## src/rtl/rv_mem_arbiter_pkg.sv

```systemverilog
// Shared constants and payload types for the uRV fetch/data memory arbiter.
package rv_mem_arbiter_pkg;

  localparam int unsigned ADDR_W     = 32;
  localparam int unsigned DATA_W     = 32;
  localparam int unsigned BE_W       = 4;
  localparam int unsigned MEM_RD_LAT = 1;
  localparam int unsigned STARVE_W   = 4;

  // Per-grant response flags, delayed by the memory read latency.
  typedef struct packed {
    logic im_valid;
    logic ld_done;
    logic st_done;
  } resp_t;

endpackage

```

## src/rtl/rv_mem_arbiter_if.sv

```systemverilog
// Fetch port, data port and memory port of the arbiter bundled as one interface.
interface rv_mem_arbiter_if;
  import rv_mem_arbiter_pkg::*;

  logic [ADDR_W-1:0] im_addr_i;
  logic [DATA_W-1:0] im_data_o;
  logic              im_valid_o;

  logic [ADDR_W-1:0] dm_addr_i;
  logic [DATA_W-1:0] dm_data_i;
  logic [BE_W-1:0]   dm_data_select_i;
  logic              dm_load_i;
  logic              dm_store_i;
  logic              dm_ready_o;
  logic [DATA_W-1:0] dm_load_data_o;
  logic              dm_load_done_o;
  logic              dm_store_done_o;

  logic [ADDR_W-1:0] mem_addr_o;
  logic [DATA_W-1:0] mem_wdata_o;
  logic [BE_W-1:0]   mem_bwe_o;
  logic [DATA_W-1:0] mem_rdata_i;

  // Arbiter side.
  modport slave (
    input  im_addr_i, dm_addr_i, dm_data_i, dm_data_select_i, dm_load_i, dm_store_i,
           mem_rdata_i,
    output im_data_o, im_valid_o, dm_ready_o, dm_load_data_o, dm_load_done_o,
           dm_store_done_o, mem_addr_o, mem_wdata_o, mem_bwe_o
  );

  // Core and memory side.
  modport master (
    output im_addr_i, dm_addr_i, dm_data_i, dm_data_select_i, dm_load_i, dm_store_i,
           mem_rdata_i,
    input  im_data_o, im_valid_o, dm_ready_o, dm_load_data_o, dm_load_done_o,
           dm_store_done_o, mem_addr_o, mem_wdata_o, mem_bwe_o
  );

endinterface

```

## src/rtl/rv_mem_arbiter.sv

```systemverilog
// Shares one single-ported synchronous RAM between uRV fetch and load/store.
// Data wins arbitration; a starvation counter forces a fetch grant every MAX_STARVE data grants.
module rv_mem_arbiter
  import rv_mem_arbiter_pkg::*;
#(
  parameter int unsigned MAX_STARVE = 4
) (
  input  logic            clk_i,
  input  logic            rst_i,
  rv_mem_arbiter_if.slave bus
);

  localparam logic [STARVE_W-1:0] STARVE_LIM = STARVE_W'(MAX_STARVE);
  localparam int unsigned         RESP_W     = MEM_RD_LAT * $bits(resp_t);

  logic                dreq_c;
  logic                gnt_d_c;
  logic                gnt_f_c;
  resp_t               resp_new_c;
  logic [STARVE_W-1:0] starve_cnt_d, starve_cnt_q;
  resp_t [MEM_RD_LAT-1:0] resp_d, resp_q;

  // Grant decision: data unless fetch has waited the maximum, nothing in reset.
  always_comb begin
    dreq_c  = bus.dm_load_i | bus.dm_store_i;
    gnt_d_c = dreq_c & ~rst_i & (starve_cnt_q != STARVE_LIM);
    gnt_f_c = ~gnt_d_c & ~rst_i;
  end

  // Starvation count and response flags that line up with the memory read data.
  always_comb begin
    starve_cnt_d = starve_cnt_q;
    if (gnt_f_c) begin
      starve_cnt_d = '0;
    end else if (gnt_d_c) begin
      starve_cnt_d = starve_cnt_q + STARVE_W'(1);
    end
    resp_new_c = '{im_valid: gnt_f_c,
                   ld_done:  gnt_d_c & ~bus.dm_store_i,
                   st_done:  gnt_d_c &  bus.dm_store_i};
    resp_d = RESP_W'({resp_q, resp_new_c});
  end

  always_ff @(posedge clk_i) begin
    if (rst_i) begin
      starve_cnt_q <= '0;
      resp_q       <= '0;
    end else begin
      starve_cnt_q <= starve_cnt_d;
      resp_q       <= resp_d;
    end
  end

  assign bus.dm_ready_o      = gnt_d_c;
  assign bus.mem_addr_o      = gnt_d_c ? bus.dm_addr_i : bus.im_addr_i;
  assign bus.mem_bwe_o       = (gnt_d_c & bus.dm_store_i) ? bus.dm_data_select_i : '0;
  assign bus.mem_wdata_o     = bus.dm_data_i;
  assign bus.im_data_o       = bus.mem_rdata_i;
  assign bus.dm_load_data_o  = bus.mem_rdata_i;
  assign bus.im_valid_o      = resp_q[MEM_RD_LAT-1].im_valid;
  assign bus.dm_load_done_o  = resp_q[MEM_RD_LAT-1].ld_done;
  assign bus.dm_store_done_o = resp_q[MEM_RD_LAT-1].st_done;

endmodule

```

## src/flat_wrapper.sv

```systemverilog
// flat-port wrapper written by rule: the top's interface ports become plain ports
module rv_mem_arbiter_flat import rv_mem_arbiter_pkg::*;
#(
  parameter int unsigned MAX_STARVE = 4
)
  (clk_i, rst_i, bus_im_addr_i, bus_dm_addr_i, bus_dm_data_i, bus_dm_data_select_i, bus_dm_load_i, bus_dm_store_i, bus_mem_rdata_i, bus_im_data_o, bus_im_valid_o, bus_dm_ready_o, bus_dm_load_data_o, bus_dm_load_done_o, bus_dm_store_done_o, bus_mem_addr_o, bus_mem_wdata_o, bus_mem_bwe_o);
  rv_mem_arbiter_if bus_i ();
  input  logic clk_i;
  input  logic rst_i;
  input wire logic [$bits(bus_i.im_addr_i)-1:0] bus_im_addr_i;
  input wire logic [$bits(bus_i.dm_addr_i)-1:0] bus_dm_addr_i;
  input wire logic [$bits(bus_i.dm_data_i)-1:0] bus_dm_data_i;
  input wire logic [$bits(bus_i.dm_data_select_i)-1:0] bus_dm_data_select_i;
  input wire logic [$bits(bus_i.dm_load_i)-1:0] bus_dm_load_i;
  input wire logic [$bits(bus_i.dm_store_i)-1:0] bus_dm_store_i;
  input wire logic [$bits(bus_i.mem_rdata_i)-1:0] bus_mem_rdata_i;
  output wire logic [$bits(bus_i.im_data_o)-1:0] bus_im_data_o;
  output wire logic [$bits(bus_i.im_valid_o)-1:0] bus_im_valid_o;
  output wire logic [$bits(bus_i.dm_ready_o)-1:0] bus_dm_ready_o;
  output wire logic [$bits(bus_i.dm_load_data_o)-1:0] bus_dm_load_data_o;
  output wire logic [$bits(bus_i.dm_load_done_o)-1:0] bus_dm_load_done_o;
  output wire logic [$bits(bus_i.dm_store_done_o)-1:0] bus_dm_store_done_o;
  output wire logic [$bits(bus_i.mem_addr_o)-1:0] bus_mem_addr_o;
  output wire logic [$bits(bus_i.mem_wdata_o)-1:0] bus_mem_wdata_o;
  output wire logic [$bits(bus_i.mem_bwe_o)-1:0] bus_mem_bwe_o;
  assign bus_i.im_addr_i = bus_im_addr_i;
  assign bus_i.dm_addr_i = bus_dm_addr_i;
  assign bus_i.dm_data_i = bus_dm_data_i;
  assign bus_i.dm_data_select_i = bus_dm_data_select_i;
  assign bus_i.dm_load_i = bus_dm_load_i;
  assign bus_i.dm_store_i = bus_dm_store_i;
  assign bus_i.mem_rdata_i = bus_mem_rdata_i;
  assign bus_im_data_o = bus_i.im_data_o;
  assign bus_im_valid_o = bus_i.im_valid_o;
  assign bus_dm_ready_o = bus_i.dm_ready_o;
  assign bus_dm_load_data_o = bus_i.dm_load_data_o;
  assign bus_dm_load_done_o = bus_i.dm_load_done_o;
  assign bus_dm_store_done_o = bus_i.dm_store_done_o;
  assign bus_mem_addr_o = bus_i.mem_addr_o;
  assign bus_mem_wdata_o = bus_i.mem_wdata_o;
  assign bus_mem_bwe_o = bus_i.mem_bwe_o;
  rv_mem_arbiter #(.MAX_STARVE(MAX_STARVE)) u_core (.clk_i(clk_i), .rst_i(rst_i), .bus(bus_i));
endmodule
```

## config.mk

```make
export PLATFORM = sky130hd
export DESIGN_NAME = rv_mem_arbiter_flat
export DESIGN_NICKNAME = d
export VERILOG_FILES = /design/src/rtl/rv_mem_arbiter_pkg.sv /design/src/rtl/rv_mem_arbiter_if.sv /design/src/rtl/rv_mem_arbiter.sv /design/src/flat_wrapper.sv
export SDC_FILE = /design/constraint.sdc
export NUM_CORES = 1
export LEC_CHECK = 0
export CORE_AREA = 2 2 104 106
export DETAILED_ROUTE_END_ITERATION = 12
export DIE_AREA = 0 0 106 108
export GPL_TIMING_DRIVEN = 0
export SETUP_SLACK_MARGIN = 0.3
export SYNTH_ARGS = -nofsm -noshare
export SYNTH_HDL_FRONTEND = slang
export SYNTH_SLANG_ARGS = --single-unit
```

## constraint.sdc

```tcl
create_clock -name clk_i -period 2.3 [get_ports clk_i]
set_input_delay 0.46 -clock clk_i [delete_from_list [all_inputs] [get_ports clk_i]]
set_output_delay 0.46 -clock clk_i [all_outputs]
set_load 0.05 [all_outputs]
```

Word-level counts from Yosys, hierarchy flattened
Index checks and enable logic that the tools add are counted.
{"block": "totals", "register_bits": 7, "inputBits": 136, "wordCells": 18}
{"block": "op_classes", "addsub": 1, "eq_ne": 1, "mux": 2, "n_bitwise": 9, "n_reduce_logical": 1}
{"operator": "32-bit 2-to-1 mux", "n": 1}
{"operator": "1-bit AND", "n": 5}
{"operator": "4-bit by 1-bit adder with 4-bit output, second input constant", "n": 1}
{"operator": "4-bit 2-to-1 mux", "n": 1}
{"operator": "4-bit by 3-bit != test with 1-bit output, second input constant", "n": 1}
{"operator": "1-bit inverter", "n": 3}
{"operator": "2-bit OR reduction", "n": 1}
{"operator": "1-bit OR", "n": 1}

Depth between registers and ports, before layout
{"block": "depth", "ltp_word": 6, "mapped_depth": 5, "depth_no_buf": 4}

Least setup slack after synthesis
No wires, ideal clock.
{"block": "synth_timing", "path_kind": "register to output", "startpoint": "reg u_core.starve_cnt_q[0]", "endpoint": "out bus_mem_bwe_o[1]", "arrival_ns": 1.879, "setup_slack_ns": -0.039, "stages_incl_launch_ff": 6, "cell_sequence": "dfxtp_1 -> inv_1 -> ha_1 -> a311oi_4 -> buf_4 -> and3_1"}
{"block": "synth_via", "elab_chain_len": 4}
{"item": "start, declared", "line_no": "rv_mem_arbiter.sv:20", "source": "logic [STARVE_W-1:0] starve_cnt_d, starve_cnt_q;"}
{"item": "start signal, assigned", "line_no": "rv_mem_arbiter.sv:49", "source": "starve_cnt_q <= starve_cnt_d;"}
{"item": "4-bit by 3-bit != test with 1-bit output", "line_no": "rv_mem_arbiter.sv:26", "source": "gnt_d_c = dreq_c & ~rst_i & (starve_cnt_q != STARVE_LIM);"}
{"item": "1-bit AND", "line_no": "rv_mem_arbiter.sv:26"}
{"item": "named net bus_dm_ready_o", "line_no": "flat_wrapper.sv:19", "source": "output wire logic [$bits(bus_i.dm_ready_o)-1:0] bus_dm_ready_o;"}
{"item": "1-bit AND", "line_no": "rv_mem_arbiter.sv:56", "source": "assign bus.mem_bwe_o = (gnt_d_c & bus.dm_store_i) ? bus.dm_data_select_i : '0;"}
{"item": "4-bit 2-to-1 mux", "line_no": "rv_mem_arbiter.sv:56"}
{"item": "end, declared", "line_no": "flat_wrapper.sv:25", "source": "output wire logic [$bits(bus_i.mem_bwe_o)-1:0] bus_mem_bwe_o;"}
The timed path passes the listed nets, and every way through them passes these cells.

Worst setup path in the final report
{"block": "layout_timing", "startpoint": "reg u_core.starve_cnt_q[0]", "endpoint": "out bus_mem_addr_o[9]"}
{"block": "layout_via", "elab_chain_len": 3}
{"item": "4-bit by 3-bit != test with 1-bit output", "line_no": "rv_mem_arbiter.sv:26"}
{"item": "1-bit AND", "line_no": "rv_mem_arbiter.sv:26"}
{"item": "32-bit 2-to-1 mux", "line_no": "rv_mem_arbiter.sv:55", "source": "assign bus.mem_addr_o = gnt_d_c ? bus.dm_addr_i : bus.im_addr_i;"}
{"item": "end, declared", "line_no": "flat_wrapper.sv:23", "source": "output wire logic [$bits(bus_i.mem_addr_o)-1:0] bus_mem_addr_o;"}
No other way between the ends.

==> summary.txt <==
status = finished with violations
failing checks = negative setup slack
Final Max Tran Viols = 0
Die Footprint = 11400 um2
Worst Hold Class = register to register
vias in the first global route = 1765
synthesized flop and latch total = 7
DRT Wirelength = 6140 um
number of synthesized flops with an enable pin = 0
chip width = 106 um
total gr overflow = 0
Area contributors post-synth = buf_4 51%, mux2_2 22%, dfxtp_1 9.9%
Net Switching = 741 uW
worst vdd ir = 0.000253 V
asr flop ratio synth = 0%
Die H = 108 um
Antenna diodes = 0
IO Port Bufs = 207
crit path DAT = 1940 ps
Global Route Usage Sum = 9.31%
CTS tree = built
area added between synthesis and finish = 192%
leading area contributor after synthesis = buf_4
Ports = 272
final core utilization = 40.5%
layout cells sized above 1 = 51.2%
CORE AREA = 10200 um2
placed cell area = 3800 um2
top_reg_cell synth = dfxtp_1
HPWL Detailed = 5410 um
initial cell density of the core = 13.9%
cell area after synthesis = 1420 um2
synth cell count leaders = 97 x buf_4, 28 x mux2_2, 7 x dfxtp_1
Pint = 850 uW
Worst Setup Path Type = register to output pin
vias = 1793
RR Startpoint = u_core.starve_cnt_q[0]
Tmin final = 2400 ps
Post-Synthesis Cells = 160
Clock Sinks = 7
Worst Max-Slew Pin Slew = 514 ps
Max FO, Critical Path = 5
slew margin rel. = 65.6%
register-to-register setup slack = 910 ps
Routed Antenna Nets = 0
clock skew = 2.03 ps
FP Rows = 37
total power = 1.59 mW
largest net degree at the start of global routing = 11
reg2reg path depth = 7
RSZ-0062 raised after global routing = true
CP endpoint = bus_mem_addr_o[9]
First-pass DRT Iterations = 4
clock power share = 10.9%
clk_lat worst skew = 230 ps
Root Buffer = clkbuf_8
CP required = 1840 ps
P_leak = 1.89 nW
count leader, synth = buf_4
sequential share of power = 8.3%
Max Cap Viol = 0
Via density = 3.45
logic gate share of total power = 80.8%
TNS Setup = -1270 ps
syn nets = 298
# DRC = 0
Placed Cells = 503
CP Launch Type = register
Sw Share = 46.6%
Num CTS Buffers = 3
first-pass GRT wire length = 8670 um
final setup margin = -101 ps
average size of a mapped cell = 8.88 um2
wire per inst = 11.8 um
final worst path period share = 104%
sequential fraction of the synthesis area = 9.86%
yosys warns = 0
final non-filler cell total = 519
CTS Buffer Depth = 2
initial antenna violation count = 0
final instance area = 4150 um2
Synth top area share = 51.2%
Crit. End Element = output pin
count of cell types in the netlist = 16
pwr dens = 384 nW/um2
gp weighted congestion = 0.643
Fin. Hold Viols = 0
Final setup viols = 32
CTS H-tree lvls = 1
Fmax achieved = 417 MHz
clk slew on worst S/H paths = 40 ps
Final nets = 522
reg-to-reg critical path endpoint = u_core.starve_cnt_q[2]
crit path from = u_core.starve_cnt_q[0]
initial drt markers = 29
Filler cells = 1008
## kinds of logic after synthesis
| family | count (synthesis) | synth area share, % |
|---|---|---|
| mux | 32 | 25.4 |
| compound gates | 1 | 1.85 |
| buf+inv | 103 | 54.4 |
| fa+ha+maj | 2 | 1.76 |
| flops | 7 | 9.86 |
| xor+xnor | 2 | 1.23 |
| simple gates | 13 | 5.55 |
## registers in the layout, indices dropped and copies added, names as in the netlist
| name | cells |
|---|---|
| u_core.starve_cnt_q | 4 |
| u_core.bus.dm_load_done_o | 1 |
| u_core.bus.dm_store_done_o | 1 |
| u_core.bus.im_valid_o | 1 |
## what timing repair did
item / CTS / global route
gates cloned: 3 / 0
pin swaps: 2 / 0
resized for setup: 288 / 0
setup endpoints to repair: 37 / 37
hold buffers: 0 / 0
setup buffers: 9 / 0
## critical path: stages (launching register included)
cell	delay (ps)
dfxtp_2	330
inv_2	50
ha_4	160
a311oi_4	250
buf_6	160
buf_12	110
buf_12	90
buf_16	110
mux2_4	300
buf_6	150
## power groups by stage
stage / registers, mW / clock network [mW] / logic, mW
floorplan: 0.146 / 0 / 0.781
global placement: 0.135 / 0 / 1.19
detailed placement: 0.135 / 0 / 1.20
CTS: 0.132 / 0.177 / 1.30
global route: 0.133 / 0.186 / 1.33
finish: 0.132 / 0.173 / 1.29
## cells in the final DEF, fill, tap and decap left out, types with 2 or more instances in the layout
cell / n
buf_16: 2
and2_1: 5
buf_4: 100
clkbuf_8: 3
dfxtp_1: 5
mux2_4: 31
clkdlybuf4s50_1: 167
dfxtp_2: 2
buf_12: 6
dlygate4sd2_1: 2
buf_8: 10
buf_6: 30
and3_4: 4
inv_2: 2
## worst min path at each step
stage	startpoint	end	slack [ps]	depth (start not counted)
6_report	u_core.starve_cnt_q[0]	u_core.starve_cnt_q[0]	530	2
5_1_grt	u_core.starve_cnt_q[0]	u_core.starve_cnt_q[0]	550	2
4_1_cts	u_core.starve_cnt_q[0]	u_core.starve_cnt_q[0]	530	2
3_5_place_dp	u_core.starve_cnt_q[0]	u_core.starve_cnt_q[0]	520	2
3_3_place_gp	u_core.starve_cnt_q[0]	u_core.starve_cnt_q[0]	510	2
2_1_floorplan	u_core.starve_cnt_q[0]	u_core.starve_cnt_q[0]	500	2
## area by class of cell
class / instances / area [um2] / area share (%)
timing repair buffer: 219 / 2330 / 56.1
tap: 136 / 170 / 4.11
clock buffer: 4 / 45.0 / 1.09
inverter: 3 / 11.3 / 0.272
sequential: 7 / 143 / 3.44
buffer: 100 / 792 / 19.1
multi-input combinational: 50 / 657 / 15.8
## per-layer routing
metal / part of all wire (%) / wire length (um) / GRT usage, % / up-vias
li1: - / - / - / 864
met1: 33 / 2000 / 9.55 / 796
met2: 57 / 3480 / 19.1 / 129
met3: 10 / 619 / 2.59 / 4
met4: 0.54 / 33 / 1.13 / 0
met5: 0 / 0 / 0 / -
## stage by stage
step           setup slack, ps  hold slack, ps
3_5_place_dp             -1250             521
3_3_place_gp             -1220             512
4_1_cts                   -110             530
2_1_floorplan              246             503
5_1_grt                   -180             548
6_report                  -101             527
Power figures use the tool's default switching activity.
